`src/rtl/mbc1_mapper.sv`:
```
`default_nettype none
// ============================================================================
// mbc1_mapper -- MBC1 bank controller: bank/control latches, ROM/cart-RAM
// address translation and a 2-clk registered read return path.
// Revision: 1.0
// ============================================================================
module mbc1_mapper #(
  parameter int ROM_AW = 19,
  parameter int RAM_AW = 13
) (
  input  logic              clk,
  input  logic              rst,
  input  logic [15:0]       cart_a,
  input  logic [7:0]        cart_wdata,
  output logic [7:0]        cart_rdata,
  input  logic              cart_wr,
  input  logic              cart_rd,
  input  logic              cart_cs,
  output logic [ROM_AW-1:0] rom_a,
  input  logic [7:0]        rom_q,
  output logic [RAM_AW-1:0] ram_a,
  output logic [7:0]        ram_d,
  output logic              ram_we,
  input  logic [7:0]        ram_q
);

  typedef enum logic [1:0] {
    SEL_NONE = 2'd0,
    SEL_ROM  = 2'd1,
    SEL_RAM  = 2'd2
  } sel_e;

  logic              wr_q;
  logic              ram_en_q, ram_en_d;
  logic [4:0]        bank1_q, bank1_d;
  logic [1:0]        bank2_q, bank2_d;
  logic              mode_q, mode_d;
  logic [ROM_AW-1:0] rom_a_q, rom_a_d;
  logic [RAM_AW-1:0] ram_a_q, ram_a_d;
  logic [7:0]        ram_d_q, ram_d_d;
  logic              ram_we_q, ram_we_d;
  sel_e              sel1_q, sel1_d, sel2_q;
  logic [7:0]        rdata_q, rdata_d;

  logic              w_commit;
  logic              w_in_rom;
  logic              w_in_ram;
  logic [1:0]        w_hi_bank;

  assign w_commit  = cart_wr & cart_cs & ~wr_q;
  assign w_in_rom  = ~cart_a[15];
  assign w_in_ram  = (cart_a[15:13] == 3'b101);
  assign w_hi_bank = mode_q ? bank2_q : 2'b00;

  always_comb begin
    ram_en_d = ram_en_q;
    bank1_d  = bank1_q;
    bank2_d  = bank2_q;
    mode_d   = mode_q;
    ram_d_d  = ram_d_q;
    ram_we_d = 1'b0;
    sel1_d   = SEL_NONE;
    rdata_d  = 8'hFF;

    if (w_commit) begin
      case (cart_a[15:13])
        3'b000: ram_en_d = (cart_wdata[3:0] == 4'hA);
        3'b001: bank1_d  = (cart_wdata[4:0] == 5'd0) ? 5'd1 : cart_wdata[4:0];
        3'b010: bank2_d  = cart_wdata[1:0];
        3'b011: mode_d   = cart_wdata[0];
        3'b101: begin
          if (ram_en_q) begin
            ram_we_d = 1'b1;
            ram_d_d  = cart_wdata;
          end
        end
        default: ;
      endcase
    end

    // Upper bits beyond the configured width fall off, wrapping banks modulo size.
    if (cart_a[14]) rom_a_d = ROM_AW'({bank2_q, bank1_q, cart_a[13:0]});
    else            rom_a_d = ROM_AW'({w_hi_bank, 5'd0, cart_a[13:0]});
    ram_a_d = RAM_AW'({w_hi_bank, cart_a[12:0]});

    if (cart_rd & cart_cs) begin
      if (w_in_rom)                  sel1_d = SEL_ROM;
      else if (w_in_ram && ram_en_q) sel1_d = SEL_RAM;
    end

    case (sel2_q)
      SEL_ROM: rdata_d = rom_q;
      SEL_RAM: rdata_d = ram_q;
      default: rdata_d = 8'hFF;
    endcase
  end

  always_ff @(posedge clk or posedge rst) begin
    if (rst) begin
      wr_q     <= 1'b0;
      ram_en_q <= 1'b0;
      bank1_q  <= 5'd1;
      bank2_q  <= 2'd0;
      mode_q   <= 1'b0;
      rom_a_q  <= '0;
      ram_a_q  <= '0;
      ram_d_q  <= 8'h00;
      ram_we_q <= 1'b0;
      sel1_q   <= SEL_NONE;
      sel2_q   <= SEL_NONE;
      rdata_q  <= 8'hFF;
    end else begin
      wr_q     <= cart_wr & cart_cs;
      ram_en_q <= ram_en_d;
      bank1_q  <= bank1_d;
      bank2_q  <= bank2_d;
      mode_q   <= mode_d;
      rom_a_q  <= rom_a_d;
      ram_a_q  <= ram_a_d;
      ram_d_q  <= ram_d_d;
      ram_we_q <= ram_we_d;
      sel1_q   <= sel1_d;
      sel2_q   <= sel1_q;
      rdata_q  <= rdata_d;
    end
  end

  assign cart_rdata = rdata_q;
  assign rom_a      = rom_a_q;
  assign ram_a      = ram_a_q;
  assign ram_d      = ram_d_q;
  assign ram_we     = ram_we_q;

endmodule
`default_nettype wire

```
`config.mk`:
```
export PLATFORM = sky130hd
export DESIGN_NAME = mbc1_mapper
export DESIGN_NICKNAME = d
export VERILOG_FILES = /design/src/rtl/mbc1_mapper.sv
export SDC_FILE = /design/constraint.sdc
export NUM_CORES = 1
export LEC_CHECK = 0
export ABC_AREA = 1
export BUFFER_PORTS_ARGS = -buffer_cell sky130_fd_sc_hd__buf_2
export CAP_MARGIN = 25
export CORE_MARGIN = 2
export CORE_UTILIZATION = 48
export CTS_CLUSTER_SIZE = 25
export DETAILED_ROUTE_END_ITERATION = 16
export PLACE_DENSITY = 0.84
export RECOVER_POWER = 100
export SYNTH_ARGS = -nofsm -noshare
export SYNTH_HDL_FRONTEND = slang
export SYNTH_SLANG_ARGS = --single-unit
```
`constraint.sdc`:
```
create_clock -name clk -period 2.1 [get_ports clk]
set_input_delay 0.21 -clock clk [delete_from_list [all_inputs] [get_ports clk]]
set_output_delay 0.21 -clock clk [all_outputs]
set_load 0.02 [all_outputs]
```
### After elaboration in Yosys (flattened, before gate mapping)

Index checks and enable logic that the tools add are counted.

* bits in registers: 60
* input bits: 45
* output and inout port bits: 49
* word-level logic and storage cells: 34

* eq/ne operators: 5
* mux-type cells: 9
* bitwise operators: 4
* reduce and logical (&&, ||, !) cells: 6

Operators by type and width (count)
* 19-bit 2-to-1 mux: 1
* 8-bit case mux with 2 select lines: 1
* 2-bit 2-to-1 mux: 3
* 5-bit logical NOT: 1
* 5-bit 2-to-1 mux: 1
* 4-bit == test, second input constant: 1
* 2-bit AND reduction: 2
* 1-bit AND: 3
* 3-bit by 1-bit == test with 1-bit output, second input constant: 1
* 3-bit == test, second input constant: 1
* 3-bit logical NOT: 1
* 1-bit 2-to-1 mux: 3
* 3-bit AND reduction: 1
* 2-bit by 1-bit == test with 1-bit output, second input constant: 1
* 2-bit == test, second input constant: 1
* 1-bit logical AND: 1
* 1-bit inverter: 1

### Depth between registers and ports, before layout

Gate-level depths: netlist (run 1).

* word-level depth: 5
* gate-level depth with buffers: 6
* mapped depth without buffers: 6

### Worst setup path after synthesis (run 1)

OpenSTA, ideal clock, no wires.

* path kind: register -> register
* from: register sel2_q[0]
* to: register rdata_q[0] (netlist: cart_rdata[0])
* library setup time: 86 ps
* data arrival time: 868 ps
* required time: 2014 ps
* setup slack: 1147 ps
* stages on the path, launching flop included: 5
* buffers on the path: 0
* period minus slack after synthesis: 953 ps
* path through: dfrtp_1 inv_1 ha_1 inv_1 nand3_1

* longest elaborated chain between the ends: 2
* elaborated cells between the ends (all ways): 3
* those cells by class: eq/ne: 2; mux: 1

Ends and longest elaborated chain
* start: declaration: RTL line 42 `sel_e sel1_q, sel1_d, sel2_q;`
* start signal: assignment: RTL line 123 `sel2_q <= sel1_q;`
* 2-bit == test / 2-bit by 1-bit == test with 1-bit output (equally long branches): RTL line 91 `case (sel2_q)`
* 8-bit case mux with 2 select lines *: RTL line 91
* net rdata_d[0]: RTL line 43 `logic [7:0] rdata_q, rdata_d;`
* end signal: assignment: RTL line 124 `rdata_q <= rdata_d;`
* end: declaration: RTL line 43

Mark *: on every way through the listed nets, which the timed path passes. The rest lies on a longest branch.
A chain may end at the register's enable or synchronous reset.

### Final worst setup path (run 1)

* from: register ram_en_q
* to: register ram_d_q[2] (netlist: ram_d[2])

* longest elaborated chain between the ends: 1

Ends and longest elaborated chain
* start: declaration: RTL line 34 `logic ram_en_q, ram_en_d;`
* start signal: assignment: RTL line 114 `ram_en_q <= ram_en_d;`
* 3-bit AND reduction (no line)
* end signal: assignment: RTL line 120 `ram_d_q <= ram_d_d;`
* end: declaration: RTL line 40 `logic [7:0] ram_d_q, ram_d_d;`

No other way between the ends.

==> impl_metrics.csv, run 1 <==
group,metric,value,unit
worst_setup_path,critPathArrivalTime,1.59,ns
global_route,grt_overflow_total,0,
logic_synthesis,ys_warn_count,0,
global_route,antenna_found_initial,0,
sta,rsz0062_at_grt,"no",
placed_design,dpl_cell_area,0.00226,mm²
logic_synthesis,synth_mux_area_frac,0,
cts,cts.clk_slew.worst_paths,0.08,ns
cts,cts_buffers,5,
routing,drtAntennaViolNets,0,
cts,cts.repair.resized,0,
routing,wl,3660,µm
layout,layout_commonest_cell,"nand2_1",
placed_design,dp.cells,307,
worst_hold_path,whs_path_depth,1,
logic_synthesis,synth_top_family_by_area,"simple AND/OR/NAND/NOR gates",
worst_setup_path,crit_fanout,10,
layout,drive_above_1_share,0.240,
sta,final_hold_viol_count,0,
placed_design,place_congestion,0.763,
routing,wire_per_inst,11.5,µm
logic_synthesis,ys_types,17,
status,status,"finished, final reports clean",
layout,fillers,337,
sta,holdWs,0.0163,ns
worst_hold_path,min_to,"ram_a[1]",
layout,stdcell_count,319,
floorplan,die_area,0.00434,mm²
floorplan,start_util,0.502,
worst_setup_path,r2r-end,"ram_d[2]",
logic_synthesis,netlist_area,0.00184,mm²
global_route,grt_pass1_wl,5890,µm
floorplan,io_pins,94,
sta,fmax,716,MHz
power_and_ir_drop,ir_worst_vdd,0.631,mV
worst_hold_path,hold_class,"primary input to register",
worst_setup_path,path_cells,"nand2_2 -> nor2_1 -> nand2_4 -> nand2_1 -> nand2_1",
cts,holdBufCountCts,0,
floorplan,core.rowCount,22,
sta,setup_viol,0,
sta,timing.slew.headroom,0.144,
routing,drt_iter0_drc,78,
worst_setup_path,ff2ff_setup_slack,0.70,ns
logic_synthesis,yosys.area_share.simple,0.241,
cts,clock_latency,0.29,ns
worst_setup_path,slowest_delay,0.54,ns
placed_design,dpl.hpwl,2870,µm
layout,diodes,0,
job,drv_cap,0,
logic_synthesis,synth-seq-area-share,0.646,
logic_synthesis,synth_compound_area_frac,0,
routing,vias_per_cell,4.47,
worst_setup_path,crit_path_top_delay_cell,"nor2_1",
floorplan,die_height,65.9,µm
worst_setup_path,timing.critical_path.mode_cell,"nand2_1",
sta,min_period,1.40,ns
worst_setup_path,crit_required,2.29,ns
cts,h-tree-depth,2,
worst_setup_path,end_kind,"register",
worst_setup_path,path_class,"register to register",
power_and_ir_drop,powerDensity,819,mW/mm²
cts,root_buffer,"clkbuf_8",
sta,worst_slew_pin_slew,1.28,ns
floorplan,die_x,65.9,µm
cts,cts.sinks,47,
sta,finalCritPeriodShare,0.665,
logic_synthesis,syn_area_per_cell,10.2,µm²
cts,post_cts_buffers,0,
layout,ff_latch_area,0.00119,mm²
sta,finalWorstSetupSlack,0.703,ns
sta,tns,0,ns
global_route,track_usage,0.186,
global_route,grt_pass1_vias,1333,
routing,num_vias,1427,
routing,drc,0,
worst_hold_path,worstHoldStart,"cart_a[1]",
worst_setup_path,rr_startpoint,"ram_en_q",
cts,cts_tree,"built",
worst_setup_path,startpoint_type,"register",
layout,multi_input_area,449,µm²
sta,skew,0.00397,ns
routing,drtPass1Iterations,4,
logic_synthesis,syn-num-nets,227,
power_and_ir_drop,p_leak,1.23,nW
logic_synthesis,synth-seq-cells,47,
logic_synthesis,synthCells,180,
layout,final_area,0.00233,mm²
logic_synthesis,synthXorXnorAreaFrac,0,
worst_setup_path,ff2ff_path_depth,5,
sta,slew_violations,0,
floorplan,core,0.00366,mm²
cts,cts_buffer_depth,2,
layout,layout_common_cells,"nand2_1, clkbuf_1, buf_2",
layout,area_growth,26.9,%
placed_design,dp_slack,1.00,ns
logic_synthesis,synthAdderAreaFrac,0.0136,
global_route,grt_max_degree,37,
layout,nets,317,
placed_design,port_buffers,93,
critical path: cells and delay by family, from the launching register on:
| family | cells | cell delay, ns |
|---|---|---|
| flops | 1 | 0.37 |
| simple gates | 5 | 0.92 |
cell usage after synthesis (all sizes together):
cell type  count  area (µm²)
nor2          10        61.3
and3           1        7.51
dfstp          9         236
nand3         18        90.1
dfrtp         38         951
inv           18        67.6
ha             2        25.0
nand2         67         279
clkbuf         2        7.51
nor3           1        5.00
buf           14         109
sequential cells by signal, indices dropped and copies added, names as in the netlist:
register    cells
ram_d           8
cart_rdata      8
sel2_q          2
rom_a           7
sel1_q          2
wr_q            1
ram_a          12
ram_we          1
bank1_q         5
ram_en_q        1
logic make-up (layout without fill, tap and decap cells):
group | after synthesis | count (layout)
AND/OR/NAND/NOR | 97 | 97
adder cells (fa/ha/maj) | 2 | 2
buffers and inverters | 34 | 125
flip-flops | 47 | 47
worst max-delay path by stage:
stage	cells past startpoint	to	slack (ns)	from
2_1_floorplan	1	bank1_q[1]	0.79	rst
3_3_place_gp	4	cart_rdata[1]	1.06	sel2_q[0]
3_5_place_dp	4	ram_d[6]	1.00	wr_q
4_1_cts	1	cart_rdata[6]	0.90	cart_rdata[6]
5_1_grt	5	ram_d[6]	0.55	ram_en_q
6_report	5	ram_d[2]	0.70	ram_en_q
final cells by class:
type,instances,share of cell area
clock inverter,2,0.0166
multi-input combinational,99,0.192
tap,48,0.0257
inverter,18,0.0289
timing repair buffer,99,0.192
sequential,47,0.509
clock buffer,6,0.0354
per-layer routing:
| layer | track usage | up-vias | wire [µm] |
|---|---|---|---|
| li1 | - | 710 | - |
| met1 | 0.217 | 644 | 1400 |
| met2 | 0.319 | 66 | 1860 |
| met3 | 0.0579 | 7 | 338 |
| met4 | 0.0703 | 0 | 55 |
| met5 | 0 | - | 0 |
through the flow:
step | total power [mW] | utilization
3_5_place_dp | 1.26 | 0.618
2_1_floorplan | 1.17 | -
5_1_grt | 2.01 | 0.638
3_3_place_gp | 1.25 | 0.618
6_report | 1.91 | 0.638
4_1_cts | 1.95 | 0.651
report_power, final:
group / switching [mW] / total, mW / leakage, nW / internal (mW)
Combinational: 0.157 / 0.234 / 0.585 / 0.0765
Clock: 0.291 / 0.682 / 0.0618 / 0.391
Sequential: 0.0261 / 0.996 / 0.583 / 0.970
Note: power is estimated with default switching activity, not from simulation.
==> inputs of run 2 (changes only) <==
--- a/config.mk
+++ b/config.mk
@@ -9,10 +9,10 @@
 export BUFFER_PORTS_ARGS = -buffer_cell sky130_fd_sc_hd__buf_2
 export CAP_MARGIN = 25
 export CORE_MARGIN = 2
-export CORE_UTILIZATION = 48
+export CORE_UTILIZATION = 40
 export CTS_CLUSTER_SIZE = 25
 export DETAILED_ROUTE_END_ITERATION = 16
-export PLACE_DENSITY = 0.84
+export PLACE_DENSITY = 0.75
 export RECOVER_POWER = 100
 export SYNTH_ARGS = -nofsm -noshare
 export SYNTH_HDL_FRONTEND = slang
==> constraint.sdc (replaced) <==
create_clock -name clk -period 1.1 [get_ports clk]
set_input_delay 0.11 -clock clk [delete_from_list [all_inputs] [get_ports clk]]
set_output_delay 0.11 -clock clk [all_outputs]
set_load 0.02 [all_outputs]
==> impl_metrics.csv, run 2 (same netlist as run 1, synthesis figures left out) <==
group,metric,value,unit
status,status,"finished, final reports clean",
floorplan,die_x,71.8,µm
power_and_ir_drop,powerDensity,1360,mW/mm²
routing,wire_per_inst,11.3,µm
placed_design,dpl.hpwl,2830,µm
routing,vias_per_cell,4.44,
global_route,antenna_found_initial,0,
worst_hold_path,hold_class,"primary input to register",
cts,cts_buffers,5,
global_route,grt_pass1_wl,6200,µm
global_route,grt_pass1_vias,1460,
sta,fmax,943,MHz
worst_setup_path,critPathArrivalTime,0.95,ns
floorplan,core,0.00438,mm²
worst_setup_path,ff2ff_setup_slack,0.10,ns
floorplan,die_height,71.8,µm
worst_setup_path,crit_required,0.99,ns
placed_design,dpl_cell_area,0.00230,mm²
cts,cts.clk_slew.worst_paths,0.07,ns
worst_setup_path,crit_path_top_delay_cell,"dfstp_2",
sta,timing.slew.headroom,0.790,
floorplan,die_area,0.00516,mm²
layout,largest_reg_flops,12,
routing,drtAntennaViolNets,0,
global_route,gr-usage-met1,0.168,
layout,layout_common_cells,"buf_2, nand2_1, dfrtp_1",
sta,rsz0062_at_grt,"no",
worst_setup_path,critPathTopFamily,"flip-flops",
sta,skew,0.00224,ns
global_route,grt_use_met2,0.280,
power_and_ir_drop,finalPower,3.43,mW
cts,h-tree-depth,2,
cts,root_buffer,"clkbuf_8",
sta,worst_slew_pin_slew,0.314,ns
layout,layout_commonest_cell,"buf_2",
floorplan,core.rowCount,24,
routing,drt_iter0_drc,84,
cts,cts_tree,"built",
sta,final_hold_viol_count,0,
global_route,grt_overflow_total,0,
sta,slew_violations,0,
cts,post_cts_buffers,0,
job,drv_cap,0,
routing,num_vias,1488,
worst_setup_path,crit_fanout,1,
worst_setup_path,slowest_delay,0.52,ns
worst_setup_path,critPathBufInv,1,
global_route,use_met3,0.0633,
global_route,track_usage,0.157,
worst_setup_path,end_kind,"output port",
sta,tns,0,ns
cts,cts_buffer_depth,2,
cts,clock_latency,0.29,ns
power_and_ir_drop,p_leak,1.42,nW
worst_setup_path,startpoint_type,"register",
placed_design,dp_slack,0.0179,ns
routing,drtPass1Iterations,4,
layout,drive_above_1_share,0.403,
floorplan,io_pins,94,
sta,setup_viol,0,
layout,final_area,0.00253,mm²
layout,area_growth,37.3,%
cts,cts.sinks,47,
placed_design,place_congestion,0.742,
floorplan,start_util,0.420,
global_route,top_usage_layer,"met2",
layout,stdcell_count,335,
layout,diodes,0,
layout,nets,329,
placed_design,port_buffers,93,
worst_setup_path,path_cells,"buf_2",
sta,min_period,1.06,ns
routing,wl,3800,µm
routing,drc,0,
placed_design,dp.cells,312,
worst_setup_path,path_class,"register to output port",
sta,finalWorstSetupSlack,0.0399,ns
sta,finalCritPeriodShare,0.964,
power_and_ir_drop,ir_worst_vdd,0.494,mV
global_route,grt_max_degree,18,
[run 2: cell types whose count changed in the layout (fill, tap and decap cells not counted), moves of 2 or more]
cell / before / now
inv_1: 17 / 15
buf_2: 42 / 82
clkbuf_1: 53 / 9
nor2_1: 9 / 7
clkbuf_4: 0 / 2
buf_4: 0 / 3
dlygate4sd3_1: 4 / 15
[run 2: path summary, 6_finish.rpt]
path / cells past startpoint / from / end
hold / removal: 3 / ram_q[3] / cart_rdata[3]
setup / recovery: 1 / cart_rdata[3] / cart_rdata[3]
max in group asynchronous: 4 / rst / cart_rdata[3]
hold reg to reg: 0 / sel1_q[1] / sel2_q[1]
setup reg to reg: 4 / sel2_q[0] / cart_rdata[2]
min in group asynchronous: 3 / rst / ram_a[8]
[run 2: report_power, final]
group          internal [mW]  total [mW]  switching (mW)  leakage, nW
clock                  0.503        1.01           0.504       0.0459
sequential              1.85        1.90          0.0460        0.583
combinational          0.204       0.519           0.314        0.788
total                   2.56        3.43           0.864         1.42
[run 2: final cells by class]
cell class                      count  area [µm²]
Clock buffer                        7        86.3
Tap cell                           52        65.1
Sequential cell                    47        1190
Multi-Input combinational cell     99         473
Clock inverter                      1        3.75
Fill cell                         395        1860
Inverter                           18        71.3
Timing Repair Buffer              111         639
[run 2: metal layers]
metal,vias up,share of wire
met5,-,0
met4,0,0.0037
met3,2,0.10
met2,66,0.52
met1,682,0.38
li1,738,-
[run 2: tightest hold or removal path, cell delays in order]
cell,delay (ns)
buf_2,0.07
nand2_1,0.04
nand3_1,0.06
[run 2: timing repair]
item | CTS | global route
gates resized for setup | 0 | 7
endpoints found under the setup margin | 0 | 23
hold buffers | 15 | 0
hold endpoints to repair | 27 | 0
[run 2: metrics by stage]
step | utilization | hold WS, ns
2_1_floorplan | - | 0.130
3_3_place_gp | 0.526 | 0.113
3_5_place_dp | 0.526 | 0.117
4_1_cts | 0.580 | 0.0146
5_1_grt | 0.576 | 0.0176
6_report | 0.576 | 0.0286
